===== config.mk =====
export PLATFORM = sky130hd
export DESIGN_NAME = sng_arb
export DESIGN_NICKNAME = d
export VERILOG_FILES = /design/src/rtl/sng_arb.sv
export SDC_FILE = /design/constraint.sdc
export NUM_CORES = 1
export LEC_CHECK = 0
export ABC_AREA = 1
export BUFFER_PORTS_ARGS = -buffer_cell sky130_fd_sc_hd__buf_4
export CAP_MARGIN = 30
export CELL_PAD_IN_SITES_DETAIL_PLACEMENT = 1
export CELL_PAD_IN_SITES_GLOBAL_PLACEMENT = 1
export CORE_MARGIN = 1
export CORE_UTILIZATION = 38
export DETAILED_ROUTE_END_ITERATION = 8
export HOLD_SLACK_MARGIN = 0.12
export PLACE_DENSITY_LB_ADDON = 0.1
export SYNTH_ARGS = -nofsm -noshare
export SYNTH_HDL_FRONTEND = slang
export SYNTH_SLANG_ARGS = --single-unit

===== constraint.sdc =====
create_clock -name i_clk_arb -period 2.29 [get_ports i_clk_arb]
set_input_delay 0.458 -clock i_clk_arb [delete_from_list [all_inputs] [get_ports i_clk_arb]]
set_output_delay 0.458 -clock i_clk_arb [all_outputs]
set_load 0.01 [all_outputs]

===== src/rtl/sng_arb.sv =====
// sng_arb: round-robin arbiter and sequencer sharing one SNG between N_REQ
// requesters. A granted request loads its binary operand into the SNG, pulses
// start, captures SN_LEN stream bits into a parallel word, pulses stop, and
// returns the word tagged with the owner index under a one-cycle valid.
//
// Ports:
//   i_clk_arb    clock, rising edge
//   i_rst_arb    synchronous reset, active-high
//   i_req_arb    request vector (level, held until granted)
//   i_x_arb      packed operands, requester k at [k*BN_W +: BN_W]
//   o_gnt_arb    one-hot grant pulse, coincident with START
//   o_busy_arb   high whenever the sequencer is not idle
//   o_start_sng  SNG start pulse
//   o_stop_sng   SNG stop pulse
//   o_x_sng      operand presented to the SNG, held from START through DONE
//   i_sn_bit     stream bit from the SNG
//   o_stream_arb captured stream, bit 0 is the first sample
//   o_valid_arb  one-cycle pulse: o_stream_arb / o_owner_arb are fresh
//   o_owner_arb  index of the requester owning o_stream_arb
//
// Optional build macro: SNG_ARB_ZERO_SKIP_EN
//   When defined, a winner whose operand is zero bypasses the SNG entirely:
//   IDLE goes straight to DONE, the result is an all-zero stream and no
//   start/stop pulses are issued.
module sng_arb #(
  parameter int N_REQ  = 4,
  parameter int BN_W   = 4,
  parameter int SN_LEN = 8,
  parameter int ID_W   = $clog2(N_REQ)
) (
  input  logic                    i_clk_arb,
  input  logic                    i_rst_arb,
  input  logic [N_REQ-1:0]        i_req_arb,
  input  logic [N_REQ*BN_W-1:0]   i_x_arb,
  output logic [N_REQ-1:0]        o_gnt_arb,
  output logic                    o_busy_arb,
  output logic                    o_start_sng,
  output logic                    o_stop_sng,
  output logic [BN_W-1:0]         o_x_sng,
  input  logic                    i_sn_bit,
  output logic [SN_LEN-1:0]       o_stream_arb,
  output logic                    o_valid_arb,
  output logic [ID_W-1:0]         o_owner_arb
);

  localparam int CNT_W = $clog2(SN_LEN);

  localparam logic [1:0] S_IDLE  = 2'd0;
  localparam logic [1:0] S_START = 2'd1;
  localparam logic [1:0] S_RUN   = 2'd2;
  localparam logic [1:0] S_DONE  = 2'd3;

  logic [1:0]        state_q,  state_d;
  logic [ID_W-1:0]   ptr_q,    ptr_d;
  logic [CNT_W-1:0]  cnt_q,    cnt_d;
  logic [BN_W-1:0]   x_q,      x_d;
  logic [ID_W-1:0]   own_q,    own_d;
  logic [N_REQ-1:0]  gnt_q,    gnt_d;
  logic [SN_LEN-1:0] buf_q,    buf_d;
  logic [SN_LEN-1:0] stream_q, stream_d;
  logic [ID_W-1:0]   owner_q,  owner_d;
  logic              skip_q,   skip_d;

  // Arbitration result for the current cycle
  logic              win_vld;
  logic [ID_W-1:0]   win_id;
  logic [BN_W-1:0]   win_x;
  logic [2*N_REQ-1:0] req_rot;
  logic [ID_W:0]     win_sum;

  // Pointer after serving requester id, wrapping N_REQ-1 -> 0.
  function automatic logic [ID_W-1:0] ptr_after(input logic [ID_W-1:0] id);
    if (id == ID_W'(N_REQ - 1)) begin
      return '0;
    end
    return id + ID_W'(1);
  endfunction

  // Rotate the doubled request vector so bit 0 corresponds to the pointer;
  // the lowest set bit of the rotated view is the round-robin winner.
  always_comb begin
    win_vld = 1'b0;
    win_sum = '0;
    req_rot = {i_req_arb, i_req_arb} >> ptr_q;
    for (int i = 0; i < N_REQ; i++) begin
      if (!win_vld && req_rot[i]) begin
        win_vld = 1'b1;
        win_sum = {1'b0, ptr_q} + (ID_W+1)'(i);
      end
    end
    if (win_sum >= (ID_W+1)'(N_REQ)) begin
      win_sum = win_sum - (ID_W+1)'(N_REQ);
    end
    win_id = win_sum[ID_W-1:0];
  end

  always_comb begin
    win_x = '0;
    for (int k = 0; k < N_REQ; k++) begin
      if (win_id == ID_W'(k)) begin
        win_x = i_x_arb[k*BN_W +: BN_W];
      end
    end
  end

  always_comb begin
    state_d  = state_q;
    ptr_d    = ptr_q;
    cnt_d    = cnt_q;
    x_d      = x_q;
    own_d    = own_q;
    gnt_d    = '0;
    buf_d    = buf_q;
    stream_d = stream_q;
    owner_d  = owner_q;
    skip_d   = 1'b0;
    case (state_q)
      S_IDLE: begin
        if (win_vld) begin
          x_d   = win_x;
          own_d = win_id;
          gnt_d = N_REQ'(1) << win_id;
`ifdef SNG_ARB_ZERO_SKIP_EN
          // Zero operand: the stream is known to be all zeros, skip the SNG.
          if (win_x == '0) begin
            state_d  = S_DONE;
            skip_d   = 1'b1;
            stream_d = '0;
            owner_d  = win_id;
            ptr_d    = ptr_after(win_id);
          end else begin
            state_d = S_START;
          end
`else
          state_d = S_START;
`endif
        end
      end
      S_START: begin
        cnt_d   = '0;
        state_d = S_RUN;
      end
      S_RUN: begin
        buf_d[cnt_q] = i_sn_bit;
        cnt_d        = cnt_q + CNT_W'(1);
        // The last sample goes straight into the output shadow so the
        // visible result only changes on DONE entry.
        if (cnt_q == CNT_W'(SN_LEN - 1)) begin
          state_d  = S_DONE;
          stream_d = buf_d;
          owner_d  = own_q;
          ptr_d    = ptr_after(own_q);
        end
      end
      S_DONE: begin
        state_d = S_IDLE;
      end
      default: begin
        state_d = S_IDLE;
      end
    endcase
  end

  always_ff @(posedge i_clk_arb) begin
    if (i_rst_arb) begin
      state_q  <= S_IDLE;
      ptr_q    <= '0;
      cnt_q    <= '0;
      x_q      <= '0;
      own_q    <= '0;
      gnt_q    <= '0;
      stream_q <= '0;
      owner_q  <= '0;
      skip_q   <= 1'b0;
    end else begin
      state_q  <= state_d;
      ptr_q    <= ptr_d;
      cnt_q    <= cnt_d;
      x_q      <= x_d;
      own_q    <= own_d;
      gnt_q    <= gnt_d;
      stream_q <= stream_d;
      owner_q  <= owner_d;
      skip_q   <= skip_d;
    end
  end

  // Capture buffer is pure data and only read after a full RUN pass.
  always_ff @(posedge i_clk_arb) begin
    buf_q <= buf_d;
  end

  assign o_gnt_arb    = gnt_q;
  assign o_busy_arb   = (state_q != S_IDLE);
  assign o_start_sng  = (state_q == S_START);
  assign o_stop_sng   = (state_q == S_DONE) && !skip_q;
  assign o_valid_arb  = (state_q == S_DONE);
  assign o_x_sng      = x_q;
  assign o_stream_arb = stream_q;
  assign o_owner_arb  = owner_q;

endmodule


# --- Word level (Yosys, flattened, before mapping) ---
# Cells that the tools add are included.
classes:
  order_cmp: 3
  n_shift: 2
  n_addsub: 6
  muxes: 25
  n_eq_ne: 10
  bitwise_logic: 2
  reduce_logical: 15
op_table:
  columns: ["cell", "n"]
  rows:
  - ["2-to-1 mux 4 bit", 4]
  - ["2-to-1 mux 2 bit", 6]
  - ["== test 2 bit, second input constant", 5]
  - ["2-to-1 mux 3 bit", 3]
  - ["bitwise mux 8 bit", 1]
  - ["2-to-1 mux 1 bit", 8]
  - ["case mux 2 bit (4 select lines)", 1]
  - ["right shift 8 x 2 -> 4 bit", 1]
  - ["adder 2 x 2 -> 3 bit, second input constant", 2]
  - ["case mux 3 bit (2 select lines)", 1]
  - ["AND reduction 2 bit", 3]
  - ["== test 2 x 1 -> 1 bit, second input constant", 2]
  - ["logical AND 1 bit", 4]
  - ["logical NOT 2 bit", 2]
  - ["< comparator 3 x 4 -> 1 bit, second input constant", 1]
  - ["inequality test 2 bit, second input constant", 2]
  - ["nonzero test 2 bit", 2]
  - ["<< shifter 1 x 2 -> 4 bit, first input constant", 1]
  - ["adder 2 x 1 -> 3 bit, second input constant", 1]
  - ["adder 3 x 1 -> 3 bit, second input constant", 1]
  - ["demux 1 bit (select 3 bit)", 1]
  - ["== test 3 bit, second input constant", 1]
  - [">= comparator 3 x 1 -> 1 bit, second input constant", 1]
  - [">= comparator 3 bit, second input constant", 1]
  - ["5 further kinds", 8]
totals:
  word_cells: 72
  in_bits: 23
  regBits: 35
  out_inout_bits: 22

# --- Longest topological paths before layout ---
# Gate-level depths: netlist of the first run.
depth:
  ltp_word: 18
  ltp_mapped: 14
  depth_no_buf: 13

# --- Worst setup path after synthesis of the first run ---
# No wires, ideal clock.
synth_path:
  kind: "input to register"
  startpoint: "input i_req_arb[1]"
  endpoint: "register x_q[2] (netlist: o_x_sng[2])"
  path_stages: 13
  arrival_time_ns: 1.483
  t_required_ns: 2.155
  setup_ns: 0.135
  path_buffers: 1
  setup_slack_ns: 0.672
  cell_sequence: "inv_1 nand2_4 nand3_2 nand2_4 nor2_4 nand4_2 nand3_2 buf_6 nand3b_2 nand2_1 clkinv_1 nand2_1 a21oi_2"
synth_between:
  elab_chain_cells: 18
  word_cells_on_any_way: 27
  cone_classes: "1 x add/sub; 1 x order compare; 3 x eq/ne; 1 x shift; 13 x mux; 8 x reduce/logical"
synth_rtl:
  columns: ["item", "line_no", "text"]
  rows:
  - ["start: declaration", "33", "input logic [N_REQ-1:0] i_req_arb,"]
  - ["right shift 8 x 2 -> 4 bit *", "84", "req_rot = {i_req_arb, i_req_arb} >> ptr_q;"]
  - ["2-to-1 mux 1 bit", "86", "if (!win_vld && req_rot[i]) begin"]
  - ["logical NOT 1 bit", "86", null]
  - ["logical AND 1 bit", "86", null]
  - ["2-to-1 mux 1 bit", "86", null]
  - ["logical NOT 1 bit", "86", null]
  - ["logical AND 1 bit", "86", null]
  - ["2-to-1 mux 1 bit", "86", null]
  - ["logical NOT 1 bit", "86", null]
  - ["logical AND 1 bit", "86", null]
  - ["2-to-1 mux 3 bit", "86", null]
  - [">= comparator 3 bit or subtractor 2 x 1 -> 2 bit (tied branches)", "91, 92", null]
  - ["2-to-1 mux 2 bit", "91", "if (win_sum >= (ID_W+1)'(N_REQ)) begin"]
  - ["logical NOT 2 bit", "100", "if (win_id == ID_W'(k)) begin"]
  - ["2-to-1 mux 4 bit (4 in series)", "100", null]
  - ["end signal: assignment", "169", "x_q <= '0;"]
  - ["end signal: assignment", "179", "x_q <= x_d;"]
  - ["end: declaration", "56", "logic [BN_W-1:0] x_q, x_d;"]
# Every way passes the cells marked *; elsewhere a longest branch is shown, timed or not.
# A chain may end at the register's enable or synchronous reset.

# --- Final worst setup path of the first run ---
layout_path:
  startpoint: "register ptr_q[1]"
  endpoint: "register x_q[2] (netlist: o_x_sng[2])"
layout_between:
  elab_chain_cells: 18
  word_cells_on_any_way: 30
  cone_classes: "4 x add/sub; 1 x order compare; 3 x eq/ne; 1 x shift; 13 x mux; 8 x reduce/logical"
layout_rtl:
  columns: ["item", "line_no", "text"]
  rows:
  - ["start: declaration", "54", "logic [ID_W-1:0] ptr_q, ptr_d;"]
  - ["start signal: assignment", "177", "ptr_q <= ptr_d;"]
  - ["right shift 8 x 2 -> 4 bit", "84", null]
  - ["2-to-1 mux 1 bit", "86", null]
  - ["logical NOT 1 bit", "86", null]
  - ["logical AND 1 bit", "86", null]
  - ["2-to-1 mux 1 bit", "86", null]
  - ["logical NOT 1 bit", "86", null]
  - ["logical AND 1 bit", "86", null]
  - ["2-to-1 mux 1 bit", "86", null]
  - ["logical NOT 1 bit", "86", null]
  - ["logical AND 1 bit", "86", null]
  - ["2-to-1 mux 3 bit", "86", null]
  - [">= comparator 3 bit or subtractor 2 x 1 -> 2 bit (tied branches)", "91, 92", null]
  - ["2-to-1 mux 2 bit", "91", null]
  - ["logical NOT 2 bit", "100", null]
  - ["2-to-1 mux 4 bit (4 in series)", "100", null]
# Parallel ways exist; a longest one is shown, timed or not.

==> results.md, run 1 <==
- Instance area at placement: between 2000 and 2500 um^2
- Detailed-route via count: 1792
- Sum of negative setup slack: 0 ps
- Std-Cell Core Area: ~4800 um^2
- DP HPWL: between 3 and 4 mm
- Setup-failing EPs final: 0
- Largest fanout on the critical path: 7
- Worst Setup End Kind: flip-flop
- Total non-filler cell area in the finished layout: around 2400 um^2
- Result of the run: completed
- Min-Delay Endpoint: o_x_sng[0]$_SDFFE_PP0N_
- Unrepaired setup endpoints after global routing: false
- Instance count along the most critical hold path: 2
- Number of rows in the core area: 25
- Most numerous cell in the Yosys netlist: sky130_fd_sc_hd__nand2_1
- EDFF count, synth: 8
- Global-route wire length before repair: about 7.6 mm
- Cells after synthesis: 255
- Synthesized netlist net count: ~290
- Syn Std Cell Area: slightly below 2000 um^2
- Distinct cell type count of the synthesized netlist: 31
- Setup slack at placement: around 290 ps
- Transition time of the tightest slew-check pin: 379 ps
- Area growth from synthesis to final layout: 25.2%
- Number of hold-slack violations in the final timing report: 0
- Routed wire length: approximately 4.5 mm
- Post-CTS Hold Buffers: 0
- Post-Route Hold Slack: about 500 ps
- Worst r2r dst: o_x_sng[2]$_SDFFE_PP0N_
- Starting density of the core: 0.404
- Overflow after GRT: 0
- Height of the die: approximately 74 um
- Number of nets with antenna violations after routing: 0
- Clock tree root driver cell: sky130_fd_sc_hd__clkbuf_8
- Path type of the worst setup path: reg2reg
- DR iter-0 viols: 56
- Total CTS buffers: 5
- Register area share after synthesis: 0.402
- Arr. time, crit path: about 2100 ps
- Fraction of registers with async set or reset after synthesis: 0
- Last weighted congestion value of the routability-driven placer: approximately 0.85
- Largest net degree at the start of global routing: 20
- Cell leakage power: roughly 1.2 nW
- Predominant post-synthesis flop cell: sky130_fd_sc_hd__dfxtp_1
- Worst IR drop on VDD: 0.268 mV
- Worst reg2reg setup slack: 340 ps
- Number of register bits inferred by synthesis: 35
- Combinational Power Share: 0.313
- Sequential share of power: 0.419
- Area share of the leading cell type in the synthesized netlist: 0.278
- Min-Delay Path Class: reg2reg
- Die W: between 70 and 80 um
- Largest clock skew in the final design: 5.00 ps
- Fin. max-slew vios: 0
- PD cells: between 700 and 800 nW/um^2
- Psw: 0.640 mW
- Drc violations: 0
- Startpoint of the lowest-slack register-to-register path: ptr_q[1]$_SDFFE_PP0P_
- Average footprint of a synthesized cell: 7.62 um^2
- Die Outline Area: roughly 5400 um^2
- Fraction of power consumed by the clock network: 0.268
- Final clock period utilization by the worst path: 0.852
- Warning count from the yosys run: 0
- Total GRT Usage: 0.183
- Net count, final: 331
- Clock transition at the register clock pins on the worst setup and hold paths after CTS: approximately 70 ps
- Number of antenna violations at the first check in global routing: 0
- Cell Int Power: approximately 1.3 mW
- Number of cells upsized or downsized after cts: 0
- Placed cells: 361
- Library cell occupying the most area in the post-synthesis netlist: sky130_fd_sc_hd__dfxtp_1
- Hold path startpoint: o_x_sng[0]$_SDFFE_PP0N_
- List of most frequent post-synthesis cells: 45 x sky130_fd_sc_hd__nand2_1, 31 x sky130_fd_sc_hd__nand3_1, 29 x sky130_fd_sc_hd__inv_1, 27 x sky130_fd_sc_hd__dfxtp_1, 25 x sky130_fd_sc_hd__nor2_1
- Via-per-instance ratio: between 4 and 5
- Quantity of I/O buffers inserted on ports: between 40 and 50
- Tightest slew margin relative to the limit: 0.747
- Buffers from clock root to sink, at most: 2
- Count of inserted antenna diode cells: 0
- Cells taking the most area after synthesis: sky130_fd_sc_hd__dfxtp_1 28%, sky130_fd_sc_hd__edfxtp_1 12%, sky130_fd_sc_hd__nand2_1 8.7%
- Average wire per standard cell: 12.3 um
- CP startpoint kind: flip-flop
- Power Total: approximately 1.9 mW
- Req. time, crit path: roughly 2500 ps
- Maximum clock rate: roughly 0.51 GHz
- Setup WS post-layout: between 300 and 400 ps
- Post-CTS setup-driven buffer insertion count: 0
- Proportion of layout cells with a drive suffix above 1: 0.272
- Number of global-route vias before repair: 1671
- Max-cap viol count: 0
- Clk sink count: 35
- Clock insertion delay at the later pin of the skew report: approximately 290 ps
- End-of-flow core utilization: 0.505
- Total I/O pin count: 45
- Time the worst path needs with I/O delays and setup: 1950 ps
- Number of standard cells in the layout, taps in and fillers out: about 370
- Depth of the CTS H-tree: 2
- Router iterations before antenna repair: 4
- Net switching fraction of the power: 0.338
- TritonCTS clock tree: yes
- Worst r2r path cells: 11
worst max path at each step:
stage                     startpoint  depth (start not counted)  slack (ps)                       to
5_1_grt        ptr_q[1]$_SDFFE_PP0P_                         11         110  o_x_sng[2]$_SDFFE_PP0N_
6_report       ptr_q[1]$_SDFFE_PP0P_                         11         340  o_x_sng[2]$_SDFFE_PP0N_
3_3_place_gp            i_req_arb[0]                         13         320  o_x_sng[1]$_SDFFE_PP0N_
3_5_place_dp            i_req_arb[0]                         13         290  o_x_sng[2]$_SDFFE_PP0N_
4_1_cts        ptr_q[1]$_SDFFE_PP0P_                         11         310  o_x_sng[2]$_SDFFE_PP0N_
2_1_floorplan           i_req_arb[1]                         13         670  o_x_sng[2]$_SDFFE_PP0N_
cell type report:
class	count	area (um^2)
multi-input cells	177	975
repair buffers	48	360
fillers	645	2380
clock inverters	2	13.8
clock buffers	6	93.8
well taps	67	83.8
flip-flops and latches	35	781
inverters	34	128
logic make-up (layout without fill, tap and decap cells):
family          after synthesis  after routing  synth area share
simple gates                126            126             0.326
compound gates               43             43             0.126
buf+inv                      43             90            0.0972
flops                        35             35             0.402
fa+ha+maj                     7              7            0.0450
xor+xnor                      1              1           0.00451
flip-flops by register name, indices dropped and copies added (netlist names):
| name | flops |
|---|---|
| buf_q | 8 |
| o_owner_arb | 2 |
| o_x_sng | 4 |
| o_gnt_arb | 4 |
| cnt_q | 3 |
| state_q | 2 |
| ptr_q | 2 |
| own_q | 2 |
| o_stream_arb | 8 |
critical path: stages, from the launching register on:
cell	delay, ps
sky130_fd_sc_hd__dfxtp_1	530
sky130_fd_sc_hd__inv_2	140
sky130_fd_sc_hd__nand3_2	130
sky130_fd_sc_hd__nand2_4	80
sky130_fd_sc_hd__nor2_4	160
sky130_fd_sc_hd__nand4_1	140
sky130_fd_sc_hd__nand2_1	260
sky130_fd_sc_hd__inv_2	120
sky130_fd_sc_hd__nand2_1	100
sky130_fd_sc_hd__clkinv_1	60
sky130_fd_sc_hd__nand2_1	70
sky130_fd_sc_hd__a21oi_2	50
cell usage in the layout (no fill, tap or decap), drive strengths merged:
| cell type | Yosys | final |
|---|---|---|
| a211oi | 1 | 1 |
| a21oi | 15 | 15 |
| a221oi | 1 | 1 |
| buf | 5 | 48 |
| clkbuf | 4 | 6 |
| clkinv | 2 | 4 |
| dfxtp | 27 | 27 |
| edfxtp | 8 | 8 |
| ha | 7 | 7 |
| inv | 32 | 32 |
| nand2 | 54 | 54 |
| nand3 | 34 | 34 |
| nand3b | 4 | 4 |
| nand4 | 4 | 4 |
| nor2 | 28 | 28 |
| nor3 | 2 | 2 |
| o21ai | 25 | 25 |
| o22ai | 1 | 1 |
| xnor2 | 1 | 1 |
power groups by stage:
stage          clock network, mW  registers (mW)  logic (mW)
4_1_cts                    0.518           0.794       0.605
5_1_grt                    0.551           0.804       0.682
2_1_floorplan                  0           0.805       0.386
3_3_place_gp                   0           0.805       0.590
3_5_place_dp                   0           0.807       0.603
6_report                   0.508           0.793       0.593
per-layer routing:
metal | track usage | routed length, um
met2 | 0.309 | 2220
met4 | 0.0534 | 62
met3 | 0.0398 | 152
met1 | 0.232 | 2110
met5 | 0 | 0
(Power assumes the default switching activity.)
==> run 2, diff against run 1 <==
--- a/config.mk
+++ b/config.mk
@@ -13,4 +13,5 @@
 export CORE_MARGIN = 1
 export CORE_UTILIZATION = 38
+export CTS_CLUSTER_SIZE = 10
 export DETAILED_ROUTE_END_ITERATION = 8
 export HOLD_SLACK_MARGIN = 0.12
==> constraint.sdc (replaced) <==
create_clock -name i_clk_arb -period 2.29 [get_ports i_clk_arb]
set_input_delay 0.3435 -clock i_clk_arb [delete_from_list [all_inputs] [get_ports i_clk_arb]]
set_output_delay 0.3435 -clock i_clk_arb [all_outputs]
set_load 0.01 [all_outputs]
==> results.md, run 2 (synthesis gave the netlist of run 1 again) <==
- Area growth from synthesis to final layout: 24.6%
- Count of inserted antenna diode cells: 0 (unchanged)
- Largest clock skew in the final design: 4.42 ps (-0.584 ps)
- Setup-failing EPs final: 0 (unchanged)
- Result of the run: completed
- Clock transition at the register clock pins on the worst setup and hold paths after CTS: 70 ps (about the same)
- Total I/O pin count: 45 (unchanged)
- Height of the die: 73.5 um (unchanged)
- Met1 track utilization from global routing: 0.234 (+0.00163)
- Tightest slew margin relative to the limit: 0.739 (-0.00827)
- Largest net degree at the start of global routing: 20 (unchanged)
- Setup WS post-layout: 396 ps (+57.1 ps)
- Router iterations before antenna repair: 4 (unchanged)
- Worst IR drop on VDD: 0.268 mV (+0.12%)
- Post-CTS Hold Buffers: 0 (unchanged)
- Net count, final: 330 (-0.30%)
- Via-per-instance ratio: 4.93 (+1.5%)
- Number of global-route vias before repair: 1778 (+6.4%)
- Highest-utilization routing layer at the global route stage: met2
- Met2 track demand over resource in global routing: 0.337 (+0.0285)
- Quantity of I/O buffers inserted on ports: 44 (unchanged)
- Die W: 73.5 um (unchanged)
- DP HPWL: 3.61 mm (+3.1%)
- Worst r2r path cells: 11 (unchanged)
- Buffers from clock root to sink, at most: 2 (unchanged)
- Last weighted congestion value of the routability-driven placer: 0.851 (+0.64%)
- Time the worst path needs with I/O delays and setup: 1890 ps (-57.1 ps)
- GR Util met3: 0.0357 (-0.00412)
- Maximum clock rate: 0.528 GHz (+3.0%)
- Path type of the worst setup path: reg2reg
- PD cells: 779 nW/um^2 (about the same)
- Most common cell after layout, fill and taps aside: sky130_fd_sc_hd__buf_4
- Average wire per standard cell: 12.9 um (+4.5%)
- End-of-flow core utilization: 0.503 (-0.00234)
- DR iter-0 viols: 94 (+68%)
- Drc violations: 0 (unchanged)
- Detailed-route via count: 1814 (+1.2%)
- Critical Path Start: ptr_q[1]$_SDFFE_PP0P_
- Largest fanout on the critical path: 7 (unchanged)
- Final clock period utilization by the worst path: 0.827 (-0.0249)
- Startpoint of the lowest-slack register-to-register path: ptr_q[1]$_SDFFE_PP0P_
- Overflow after GRT: 0 (unchanged)
- Worst Setup End Kind: flip-flop
- Proportion of layout cells with a drive suffix above 1: 0.269 (-0.00242)
- Unrepaired setup endpoints after global routing: false
- Number of hold-slack violations in the final timing report: 0 (unchanged)
- Starting density of the core: 0.404 (unchanged)
- Clock tree root driver cell: sky130_fd_sc_hd__clkbuf_8
- Number of nets with antenna violations after routing: 0 (unchanged)
- Std-Cell Core Area: 4820 um^2 (unchanged)
- Sum of negative setup slack: 0 ps (unchanged)
- Arr. time, crit path: 2060 ps (-70 ps)
- Global-route wire length before repair: 8.04 mm (+5.6%)
- Die Outline Area: 5410 um^2 (unchanged)
- Setup slack at placement: 404 ps (+116 ps)
- Clock insertion delay at the later pin of the skew report: 280 ps (about the same)
- Depth of the CTS H-tree: 2 (unchanged)
- Number of cells upsized or downsized after cts: 0 (unchanged)
- Number of antenna violations at the first check in global routing: 0 (unchanged)
- Routed wire length: 4.74 mm (+4.2%)
- Post-CTS setup-driven buffer insertion count: 0 (unchanged)
- TritonCTS clock tree: yes
- Max-cap viol count: 0 (unchanged)
- Total non-filler cell area in the finished layout: 2420 um^2 (-0.46%)
- Instance area at placement: 2320 um^2 (-0.32%)
- Worst reg2reg setup slack: 400 ps (+60 ps)
- Clk sink count: 35 (unchanged)
- CP startpoint kind: flip-flop
- Number of rows in the core area: 25 (unchanged)
- Req. time, crit path: 2460 ps (about the same)
- Cell leakage power: 1.20 nW (-0.93%)
- Worst r2r dst: o_x_sng[2]$_SDFFE_PP0N_
- Timing endpoint of the critical path: o_x_sng[2]$_SDFFE_PP0N_
- Total CTS buffers: 5 (unchanged)
- Transition time of the tightest slew-check pin: 391 ps (+12.4 ps)
- Total GRT Usage: 0.190 (+0.00715)
- Min-Delay Path Class: in2reg
- Most used cells in the layout excluding fill and tap cells: 47 x sky130_fd_sc_hd__buf_4, 45 x sky130_fd_sc_hd__nand2_1, 31 x sky130_fd_sc_hd__nand3_1, 29 x sky130_fd_sc_hd__inv_1, 27 x sky130_fd_sc_hd__dfxtp_1
- Fin. max-slew vios: 0 (unchanged)
## run 2: cell count changes in the layout (fill, tap and decap cells not counted)
cell | before | now
sky130_fd_sc_hd__clkinv_4 | 1 | 0
sky130_fd_sc_hd__clkinv_2 | 1 | 0
sky130_fd_sc_hd__clkbuf_8 | 5 | 7
sky130_fd_sc_hd__buf_4 | 48 | 47
sky130_fd_sc_hd__clkbuf_16 | 1 | 0
sky130_fd_sc_hd__clkinvlp_4 | 0 | 1
## run 2: where the power goes
group | internal [mW] | leakage [nW] | switching, mW
clock | 0.274 | 0.0505 | 0.224
sequential | 0.740 | 0.293 | 0.0544
combinational | 0.235 | 0.858 | 0.361
## run 2: worst max-delay path, cell delays in order (launching register included)
cell and delay (ps):
sky130_fd_sc_hd__dfxtp_1 520, sky130_fd_sc_hd__inv_2 140, sky130_fd_sc_hd__nand3_2 130, sky130_fd_sc_hd__nand2_4 80, sky130_fd_sc_hd__nor2_4 150, sky130_fd_sc_hd__nand4_1 130, sky130_fd_sc_hd__nand2_1 230, sky130_fd_sc_hd__inv_2 110
sky130_fd_sc_hd__nand2_1 90, sky130_fd_sc_hd__clkinv_1 60, sky130_fd_sc_hd__nand2_1 80, sky130_fd_sc_hd__a21oi_2 50
## run 2: metal layers
metal  up-vias  wire length (um)
met1       860              2230
met3         2                97
met4         0                25
met5         -                 0
met2        30              2380
li1        922                 -
## run 2: worst min path at each step
| stage | start | end | slack, ps | cells past startpoint |
|---|---|---|---|---|
| floorplan | own_q[1]$_SDFFE_PP0N_ | own_q[1]$_SDFFE_PP0N_ | 460 | 2 |
| global placement | o_x_sng[2]$_SDFFE_PP0N_ | o_x_sng[2]$_SDFFE_PP0N_ | 480 | 2 |
| detailed placement | o_x_sng[1]$_SDFFE_PP0N_ | o_x_sng[1]$_SDFFE_PP0N_ | 480 | 2 |
| CTS | i_rst_arb | o_x_sng[3]$_SDFFE_PP0N_ | 390 | 2 |
| global route | i_rst_arb | o_x_sng[3]$_SDFFE_PP0N_ | 400 | 2 |
| finish | i_rst_arb | o_x_sng[3]$_SDFFE_PP0N_ | 400 | 2 |
## run 2: stage by stage
step / power [mW] / hold slack, ps / cells
floorplan: 1.19 / 464 / 255
global placement: 1.39 / 481 / 360
detailed placement: 1.41 / 477 / 360
CTS: 1.91 / 393 / 368
global route: 2.02 / 401 / 368
finish: 1.89 / 400 / 368
## run 2: area by class of cell
cell class | count | area, um^2
inverters | 34 | 128
clock buffers | 7 | 96.3
clock inverters | 1 | 7.51
flip-flops and latches | 35 | 781
multi-input cells | 177 | 975
fillers | 638 | 2390
repair buffers | 47 | 353
well taps | 67 | 83.8
